### src/rtl/muldiv_pkg.sv
// Shared definitions for the HI/LO multiply/divide unit.
package muldiv_pkg;

  localparam int unsigned WIDTH_DEF = 32;

  typedef enum logic [1:0] {
    OP_MULTU = 2'b00,
    OP_DIVU  = 2'b01,
    OP_MTHI  = 2'b10,
    OP_MTLO  = 2'b11
  } op_e;

  typedef enum logic [1:0] {
    ST_IDLE = 2'b00,
    ST_RUN  = 2'b01,
    ST_FIN  = 2'b10
  } state_e;

endpackage

### src/rtl/muldiv_step.sv
// One iteration of the datapath: shift-add multiply or restoring divide.
// {acc, aux} is the working pair: product for MULTU, {remainder, quotient} for DIVU.
module muldiv_step
  import muldiv_pkg::*;
#(
  parameter int unsigned WIDTH = WIDTH_DEF
) (
  input  logic             is_div,
  input  logic [WIDTH-1:0] acc,
  input  logic [WIDTH-1:0] aux,
  input  logic [WIDTH-1:0] opnd,
  output logic [WIDTH-1:0] acc_next_c,
  output logic [WIDTH-1:0] aux_next_c
);

  logic [WIDTH:0]   sum;
  logic [WIDTH:0]   shifted;
  logic [WIDTH-1:0] rem_sub;
  logic             ge;

  // Add-or-skip then shift right (MULTU); shift left then subtract-or-restore (DIVU).
  // The subtraction is taken modulo 2^WIDTH: when it is kept the true result is below the divisor.
  always_comb begin
    sum     = {1'b0, acc} + {1'b0, (aux[0] ? opnd : {WIDTH{1'b0}})};
    shifted = {acc, aux[WIDTH-1]};
    ge      = (shifted >= {1'b0, opnd});
    rem_sub = shifted[WIDTH-1:0] - opnd;
    if (is_div) begin
      acc_next_c = ge ? rem_sub : shifted[WIDTH-1:0];
      aux_next_c = {aux[WIDTH-2:0], ge};
    end else begin
      acc_next_c = sum[WIDTH:1];
      aux_next_c = {sum[0], aux[WIDTH-1:1]};
    end
  end

endmodule

### src/rtl/muldiv_unit.sv
// Iterative MULTU/DIVU unit with architectural HI/LO registers and MTHI/MTLO writes.
module muldiv_unit
  import muldiv_pkg::*;
#(
  parameter int unsigned WIDTH = WIDTH_DEF
) (
  input  logic             clk,
  input  logic             rst_n,
  input  logic             start,
  input  logic [1:0]       op,
  input  logic [WIDTH-1:0] rs_val,
  input  logic [WIDTH-1:0] rt_val,
  output logic             busy,
  output logic             done,
  output logic [WIDTH-1:0] hi,
  output logic [WIDTH-1:0] lo
);

  localparam int unsigned CNT_W = $clog2(WIDTH) + 1;

  state_e           state;
  logic [CNT_W-1:0] cnt;
  logic             is_div;
  logic [WIDTH-1:0] acc;
  logic [WIDTH-1:0] aux;
  logic [WIDTH-1:0] opnd;
  logic [WIDTH-1:0] acc_next_c;
  logic [WIDTH-1:0] aux_next_c;
  logic             accept_c;
  op_e              op_c;

  assign op_c     = op_e'(op);
  assign accept_c = start && (state != ST_RUN);

  muldiv_step #(.WIDTH(WIDTH)) u_step (
    .is_div     (is_div),
    .acc        (acc),
    .aux        (aux),
    .opnd       (opnd),
    .acc_next_c (acc_next_c),
    .aux_next_c (aux_next_c)
  );

  // FSM, iteration counter, operand latches and HI/LO; hi/lo only change at RUN->FIN or on MTHI/MTLO.
  always_ff @(posedge clk or negedge rst_n) begin
    if (!rst_n) begin
      state  <= ST_IDLE;
      cnt    <= '0;
      is_div <= 1'b0;
      acc    <= '0;
      aux    <= '0;
      opnd   <= '0;
      busy   <= 1'b0;
      done   <= 1'b0;
      hi     <= '0;
      lo     <= '0;
    end else begin
      case (state)
        ST_RUN: begin
          acc <= acc_next_c;
          aux <= aux_next_c;
          if (cnt == CNT_W'(WIDTH - 1)) begin
            hi    <= acc_next_c;
            lo    <= aux_next_c;
            cnt   <= '0;
            busy  <= 1'b0;
            done  <= 1'b1;
            state <= ST_FIN;
          end else begin
            cnt <= cnt + CNT_W'(1);
          end
        end
        default: begin
          done  <= 1'b0;
          state <= ST_IDLE;
          if (accept_c) begin
            case (op_c)
              OP_MULTU, OP_DIVU: begin
                is_div <= (op_c == OP_DIVU);
                acc    <= '0;
                aux    <= rs_val;
                opnd   <= rt_val;
                cnt    <= '0;
                busy   <= 1'b1;
                state  <= ST_RUN;
              end
              OP_MTHI: hi <= rs_val;
              default: lo <= rs_val;
            endcase
          end
        end
      endcase
    end
  end

endmodule
### config.mk
export PLATFORM = sky130hd
export DESIGN_NAME = muldiv_unit
export DESIGN_NICKNAME = d
export VERILOG_FILES = /design/src/rtl/muldiv_pkg.sv /design/src/rtl/muldiv_step.sv /design/src/rtl/muldiv_unit.sv
export SDC_FILE = /design/constraint.sdc
export NUM_CORES = 1
export LEC_CHECK = 0
export ABC_AREA = 1
export CAP_MARGIN = 25
export CORE_ASPECT_RATIO = 1.25
export CORE_MARGIN = 1.5
export CORE_UTILIZATION = 63
export DETAILED_ROUTE_END_ITERATION = 16
export PLACE_DENSITY = 0.88
export SETUP_SLACK_MARGIN = 0.1
export SLEW_MARGIN = 25
export SYNTH_ARGS = -nofsm -noshare
export SYNTH_HDL_FRONTEND = slang
export SYNTH_SLANG_ARGS = --single-unit
### constraint.sdc
create_clock -name clk -period 3.7 [get_ports clk]
set_input_delay 0.37 -clock clk [delete_from_list [all_inputs] [get_ports clk]]
set_output_delay 0.37 -clock clk [all_outputs]
set_load 0.02 [all_outputs]
==> impl_metrics.csv, run 1 <==
group,metric,value,unit
drt,wl_met3,4510,um
layout,layout_commonest_cell,"nand2_1",
yosys,synth-edff-count,0,
power,peakVddDrop,0.000305,V
clock_tree,cts.sinks,170,
place,place_area,14200,um2
drt,first_pass_iters,9,
yosys,async_flop_share,100,%
sta,finClkSkew,0.0173,ns
drt,highest_layer,"met4",
floorplanning,num_io_pins,135,
place,hpwlAfterDp,32200,um
drt,via_per_inst,5.88,
sta,setup_viol,0,
drt,dr_total_vias,14100,
clock_tree,cts_max_level,4,
power,p_total,3.83,mW
power,pwr-share-clk,48.2,%
place,globalplace.congestion,1.10,
global_route,grt_pass1_wl,68600,um
clock_tree,post_cts_buffers,0,
layout,final_area,14800,um2
drt,drtAntennaViolNets,0,
setup_path,cp-end-kind,"flop",
yosys,synth_area,12600,um2
layout,final_util,75.7,%
sta,tns,0,ns
global_route,overflow,0,
floorplanning,die_area,20900,um2
drt,initialDrtViolationCount,1906,
status,status,"completed",
place,post-place-ws,0.652,ns
setup_path,startpoint_type,"flop",
clock_tree,cts_tree,"yes",
clock_tree,cts_buffer_depth,2,
hold_path,hold_path.class,"reg2reg",
global_route,grt_pass1_vias,13400,
sta,slew_headroom,30.5,%
layout,antenna_cells,0,
layout,stdcell_count,2396,
yosys,ys_seq_elements,170,
clock_tree,cts_buffers,17,
setup_path,worstPathRequired,4.04,ns
drt,wire_per_inst,18.1,um
power,p_comb_share,3.3,%
job,max-cap-violations,0,
sta,tightest_slew,1.04,ns
power,power_frac_seq,48.5,%
drt,drt-met1-wl,16300,um
yosys,yosysWarnings,0,
drt,wirelength,43300,um
sta,final.period_utilization,87.4,%
clock_tree,clock_latency,0.45,ns
yosys,ys_seq_area_share,33.7,%
sta,maxSlewViolCount,0,
hold_path,min-delay-start,"lo[15]",
yosys,dominantRegCellSynth,"dfrtp_1",
sta,rsz0062_at_grt,"no",
floorplanning,fp-row-count,57,
clock_tree,clkTransAtPathRegs,0.08,ns
yosys,syn_nets,2146,
setup_path,crit_path_max_fanout,19,
power,swShare,25.6,%
place,port_buffers,134,
place,place_inst,2363,
global_route,grt_max_degree,96,
sta,fin_ws,0.467,ns
layout,area_growth,17.1,%
floorplanning,start_util,64.6,%
layout,final_layout_size_suffix_gt1_share,3.85,%
sta,hold_viol_final,0,
layout,fin_nets,2254,
yosys,yosys.cell_types.count,40,
yosys,syn_area_per_cell,6.28,um2
power,cellLeakagePower,7.87,nW
global_route,track_usage,42.2,%
power,switchingPower,980,uW
drt,drc_errors,0,
sta,hold_ws,0.473,ns
setup_path,worst_ep_arrival_time,3.58,ns
sta,fmax,0.309,GHz
setup_path,crit_start,"opnd[31]",
power,p_int,2.85,mW
setup_path,critical_path_class,"reg2reg",
global_route,antenna_found_initial,0,
floorplanning,die_h,161,um
layout,final_cell_mix,"nand2_1, inv_1, nor2_1",
floorplanning,core-area,19500,um2
clock_tree,ctsRootBufferMaster,"clkbuf_16",
setup_path,rr_startpoint,"opnd[31]",
power,power_density,259,nW/um2
floorplanning,die_width,130,um
sta,period_needed,3.23,ns
drt,dr_wl_met2,20000,um
yosys,synth_cells,2010,
clock_tree,cts_resized,0,
[area by class of cell]
cell class / instances / area, um2
Timing Repair Buffer: 153 / 1500
Clock inverter: 14 / 150
Multi-Input combinational cell: 1520 / 7150
Clock buffer: 18 / 439
Inverter: 256 / 961
Sequential cell: 170 / 4250
Fill cell: 1540 / 4760
Tap cell: 265 / 332
[synth_stat cells (2+ instances only)]
| cell | n | area share (%) |
|---|---|---|
| and2_1 | 2 | 0.099 |
| nor2_4 | 4 | 0.36 |
| dfrtp_1 | 170 | 34 |
| fa_1 | 2 | 0.32 |
| nand4_1 | 17 | 0.84 |
| buf_1 | 9 | 0.27 |
| inv_2 | 5 | 0.15 |
| o21bai_1 | 7 | 0.42 |
| a32o_1 | 2 | 0.16 |
| ha_1 | 65 | 6.4 |
| and3_1 | 2 | 0.099 |
| nor2_1 | 182 | 5.4 |
| nand3_1 | 111 | 4.4 |
| nor2_2 | 7 | 0.35 |
| a21oi_1 | 154 | 6.1 |
| buf_6 | 2 | 0.18 |
| nor3b_1 | 2 | 0.12 |
| or2_2 | 2 | 0.099 |
| nand2_1 | 805 | 24 |
| nor4_1 | 2 | 0.099 |
| buf_4 | 3 | 0.18 |
| nor3_1 | 14 | 0.55 |
| nand2_2 | 7 | 0.35 |
| clkbuf_1 | 46 | 1.4 |
| inv_1 | 251 | 7.5 |
| o21ai_0 | 94 | 3.7 |
| xor2_1 | 20 | 1.4 |
| buf_2 | 4 | 0.16 |
| nand3b_1 | 8 | 0.48 |
[power by group through the flow]
stage,logic (mW),registers (mW),clock network (mW)
after floorplan,0.00164,1.89,0
after global placement,0.123,1.89,0
after detailed placement,0.124,1.89,0
after CTS,0.126,1.86,1.84
after global routing,0.137,1.86,1.91
final,0.126,1.86,1.84
[layer usage]
metal / vias to the layer above / global-route usage [%]
li1: 6515 / -
met1: 6351 / 54.6
met2: 1020 / 69.1
met3: 191 / 5.70
met4: 0 / 20.9
met5: - / 0
[logic make-up after synthesis]
kind of cell | Yosys count | synth area share (%)
simple gates | 1167 | 37.3
buf+inv | 320 | 9.76
compound gates | 264 | 10.9
flops | 170 | 33.7
fa+ha+maj | 67 | 6.76
xor+xnor | 20 | 1.39
mux | 2 | 0.168
[state kept, by name (all words and copies together) (netlist names)]
register and cells:
acc 32, aux 32, hi 32, lo 32
opnd 32, cnt 6, busy 1, done 1
is_div 1, state 1
[timing repair]
action / in CTS / in global routing
hold buffers: 1 / 0
setup endpoints to repair: 0 / 0
hold endpoints to repair: 73 / 0
[critical path, cell delays in order, from the launching register on]
cell and delay (ns):
dfrtp_1 0.36, inv_1 0.13, ha_1 0.32, inv_1 0.07, nor2_1 0.38, nand4_1 0.34
nor2_4 0.21, nor2_4 0.07, a21oi_4 0.58, nand2_1 0.13, nand3_1 0.15, nand2_1 0.13
a21oi_1 0.26
[final timing paths]
check / end / slack, ns / cells after the start
setup / recovery: hi[12] / 0.47 / 12
hold / removal: lo[15] / 0.47 / 2
setup reg to reg: hi[12] / 0.47 / 12
hold reg to reg: lo[15] / 0.47 / 2
max in group asynchronous: acc[27] / 2.20 / 3
min in group asynchronous: lo[7] / 0.52 / 2
Note: power is estimated with default switching activity, not from simulation.
==> inputs of run 2 (changes only) <==
--- a/config.mk
+++ b/config.mk
@@ -9,9 +9,10 @@
 export CAP_MARGIN = 25
 export CORE_ASPECT_RATIO = 1.25
 export CORE_MARGIN = 1.5
-export CORE_UTILIZATION = 63
+export CORE_UTILIZATION = 58
 export DETAILED_ROUTE_END_ITERATION = 16
-export PLACE_DENSITY = 0.88
+export PLACE_DENSITY = 0.82
+export REMOVE_ABC_BUFFERS = 1
 export SETUP_SLACK_MARGIN = 0.1
 export SLEW_MARGIN = 25
 export SYNTH_ARGS = -nofsm -noshare
==> constraint.sdc (replaced) <==
create_clock -name clk -period 3.1 [get_ports clk]
set_input_delay 0.31 -clock clk [delete_from_list [all_inputs] [get_ports clk]]
set_output_delay 0.31 -clock clk [all_outputs]
set_load 0.02 [all_outputs]
==> run 2 against run 1 <==
Net effect:
- via count down 3.9%
- wire length down 3.4%
- clock skew rose by 0.0014 ns
- combinational power is 22% higher
- first-iteration DRC count down 37%
- worst setup slack got worse by 0.20 ns
- critical endpoint is now hi[8]
- global-route usage is 4.3 points lower
- sequential share of layout area down 0.36 points
==> impl_metrics.csv, run 2 (synthesis results as in run 1) <==
group,metric,value,unit
clock_tree,post_cts_buffers,0,
power,p_total,4.53,mW
hold_path,worstHoldPathCells,3,
layout,final_cell_mix,"nand2_1, inv_1, nor2_1",
setup_path,worstPathRequired,3.46,ns
layout,final_area,15000,um2
drt,drc_errors,0,
drt,wirelength,41900,um
layout,antenna_cells,0,
sta,slew_headroom,44.0,%
global_route,antenna_found_initial,0,
global_route,grt_max_degree,83,
setup_path,cp-end-kind,"flop",
clock_tree,cts_max_level,4,
layout,area_growth,18.6,%
sta,maxSlewViolCount,0,
setup_path,crit_path_max_fanout,11,
drt,wire_per_inst,17.3,um
place,hpwlAfterDp,32500,um
global_route,grt_pass1_vias,13000,
power,p_comb_share,3.4,%
place,port_buffers,134,
floorplanning,num_io_pins,135,
setup_path,r2r_cells,17,
drt,drtAntennaViolNets,0,
hold_path,hold_path.class,"in2reg",
layout,layout_commonest_cell,"nand2_1",
power,power_frac_seq,49.0,%
power,power_density,302,nW/um2
place,globalplace.congestion,1.00,
setup_path,rrSetupSlack,0.27,ns
clock_tree,cts.sinks,170,
clock_tree,clock_latency,0.44,ns
sta,tightest_slew,0.840,ns
power,p_int,3.38,mW
floorplanning,die_width,135,um
clock_tree,cts_buffers,17,
floorplanning,fp-row-count,60,
power,peakVddDrop,0.000375,V
power,swShare,25.4,%
layout,fin_nets,2270,
power,switchingPower,1.15,mW
place,place_area,14300,um2
sta,period_needed,2.83,ns
floorplanning,core-area,21500,um2
clock_tree,cts_buffer_depth,2,
layout,final_util,69.8,%
clock_tree,cts_tree,"yes",
clock_tree,clkTransAtPathRegs,0.08,ns
floorplanning,die_area,22700,um2
sta,hold_viol_final,0,
sta,setup_viol,0,
job,max-cap-violations,0,
global_route,overflow,0,
drt,initialDrtViolationCount,1197,
sta,rsz0062_at_grt,"yes",
status,status,"completed",
sta,fmax,0.353,GHz
floorplanning,die_h,168,um
sta,final.period_utilization,91.4,%
floorplanning,start_util,58.8,%
drt,via_per_inst,5.58,
setup_path,worst_ep_arrival_time,3.19,ns
sta,finClkSkew,0.0187,ns
global_route,track_usage,37.9,%
global_route,grt_pass1_wl,67100,um
power,pwr-share-clk,47.6,%
setup_path,critical_path_class,"reg2reg",
clock_tree,ctsRootBufferMaster,"clkbuf_16",
drt,first_pass_iters,6,
setup_path,startpoint_type,"flop",
power,cellLeakagePower,7.94,nW
layout,final_layout_size_suffix_gt1_share,4.84,%
drt,dr_total_vias,13500,
-- run 2: cell count changes in the layout (fill, tap and decap cells not counted), sizes merged --
cell    delta
buf       +16
clkinv     +2
inv        -2
-- run 2: worst max-delay path, cell delays in order (launching register included) --
cell	delay, ns
dfrtp_1	0.44
ha_1	0.42
nand2_1	0.15
inv_1	0.05
nand2_1	0.07
nand2_1	0.08
nand2_1	0.08
nand2_1	0.10
nand2_1	0.09
nand2_1	0.08
nor2_4	0.18
nand2_2	0.15
nor2_2	0.16
buf_4	0.23
nand2_1	0.07
nand3_1	0.11
nand2_1	0.09
a21oi_1	0.19
-- run 2: final timing paths --
check | start | end
setup / recovery | acc[18] | hi[8]
max in group asynchronous | rst_n | hi[21]
min in group asynchronous | rst_n | opnd[0]
hold / removal | rt_val[31] | opnd[31]
hold reg to reg | lo[19] | lo[19]
setup reg to reg | acc[18] | hi[8]
-- run 2: power groups by stage --
| stage | logic [mW] | registers (mW) | clock network [mW] |
|---|---|---|---|
| after floorplan | 0.00196 | 2.26 | 0 |
| after detailed placement | 0.155 | 2.26 | 0 |
| after global placement | 0.153 | 2.26 | 0 |
| final | 0.154 | 2.22 | 2.16 |
| after global routing | 0.166 | 2.22 | 2.24 |
| after CTS | 0.157 | 2.22 | 2.15 |
-- run 2: final cells by class --
type                            instances  area (um2)
Clock inverter                         14         155
Clock buffer                           18         429
Fill cell                            1968        6490
Sequential cell                       170        4260
Timing Repair Buffer                  169        1650
Inverter                              256         961
Multi-Input combinational cell       1520        7180
Tap cell                              279         349
-- run 2: repair_timing --
action,CTS,global route
endpoints found under the hold margin,58,0
setup endpoints to repair,0,24
hold buffers,1,0
gates resized for setup,0,9
-- run 2: routing by layer --
layer  part of all wire [%]  wire [um]  vias to the layer above  track usage (%)
met5                      0          0                        -                0
met4                    4.4       1840                        0             16.4
met3                    8.4       3530                      100             6.62
met2                     46      19200                      633             61.0
met1                     41      17300                     6248             50.4
li1                       -          -                     6552                -
-- run 2: per-stage QoR --
step	setup slack (ns)	setup TNS [ns]	hold slack [ns]	instances
2_1_floorplan	-2.44	-341.22	0.0144	1946
3_3_place_gp	0.275	0	0.420	2393
3_5_place_dp	0.283	0	0.427	2393
4_1_cts	0.217	0	0.438	2426
5_1_grt	0.0959	0	0.453	2426
6_report	0.267	0	0.440	2426
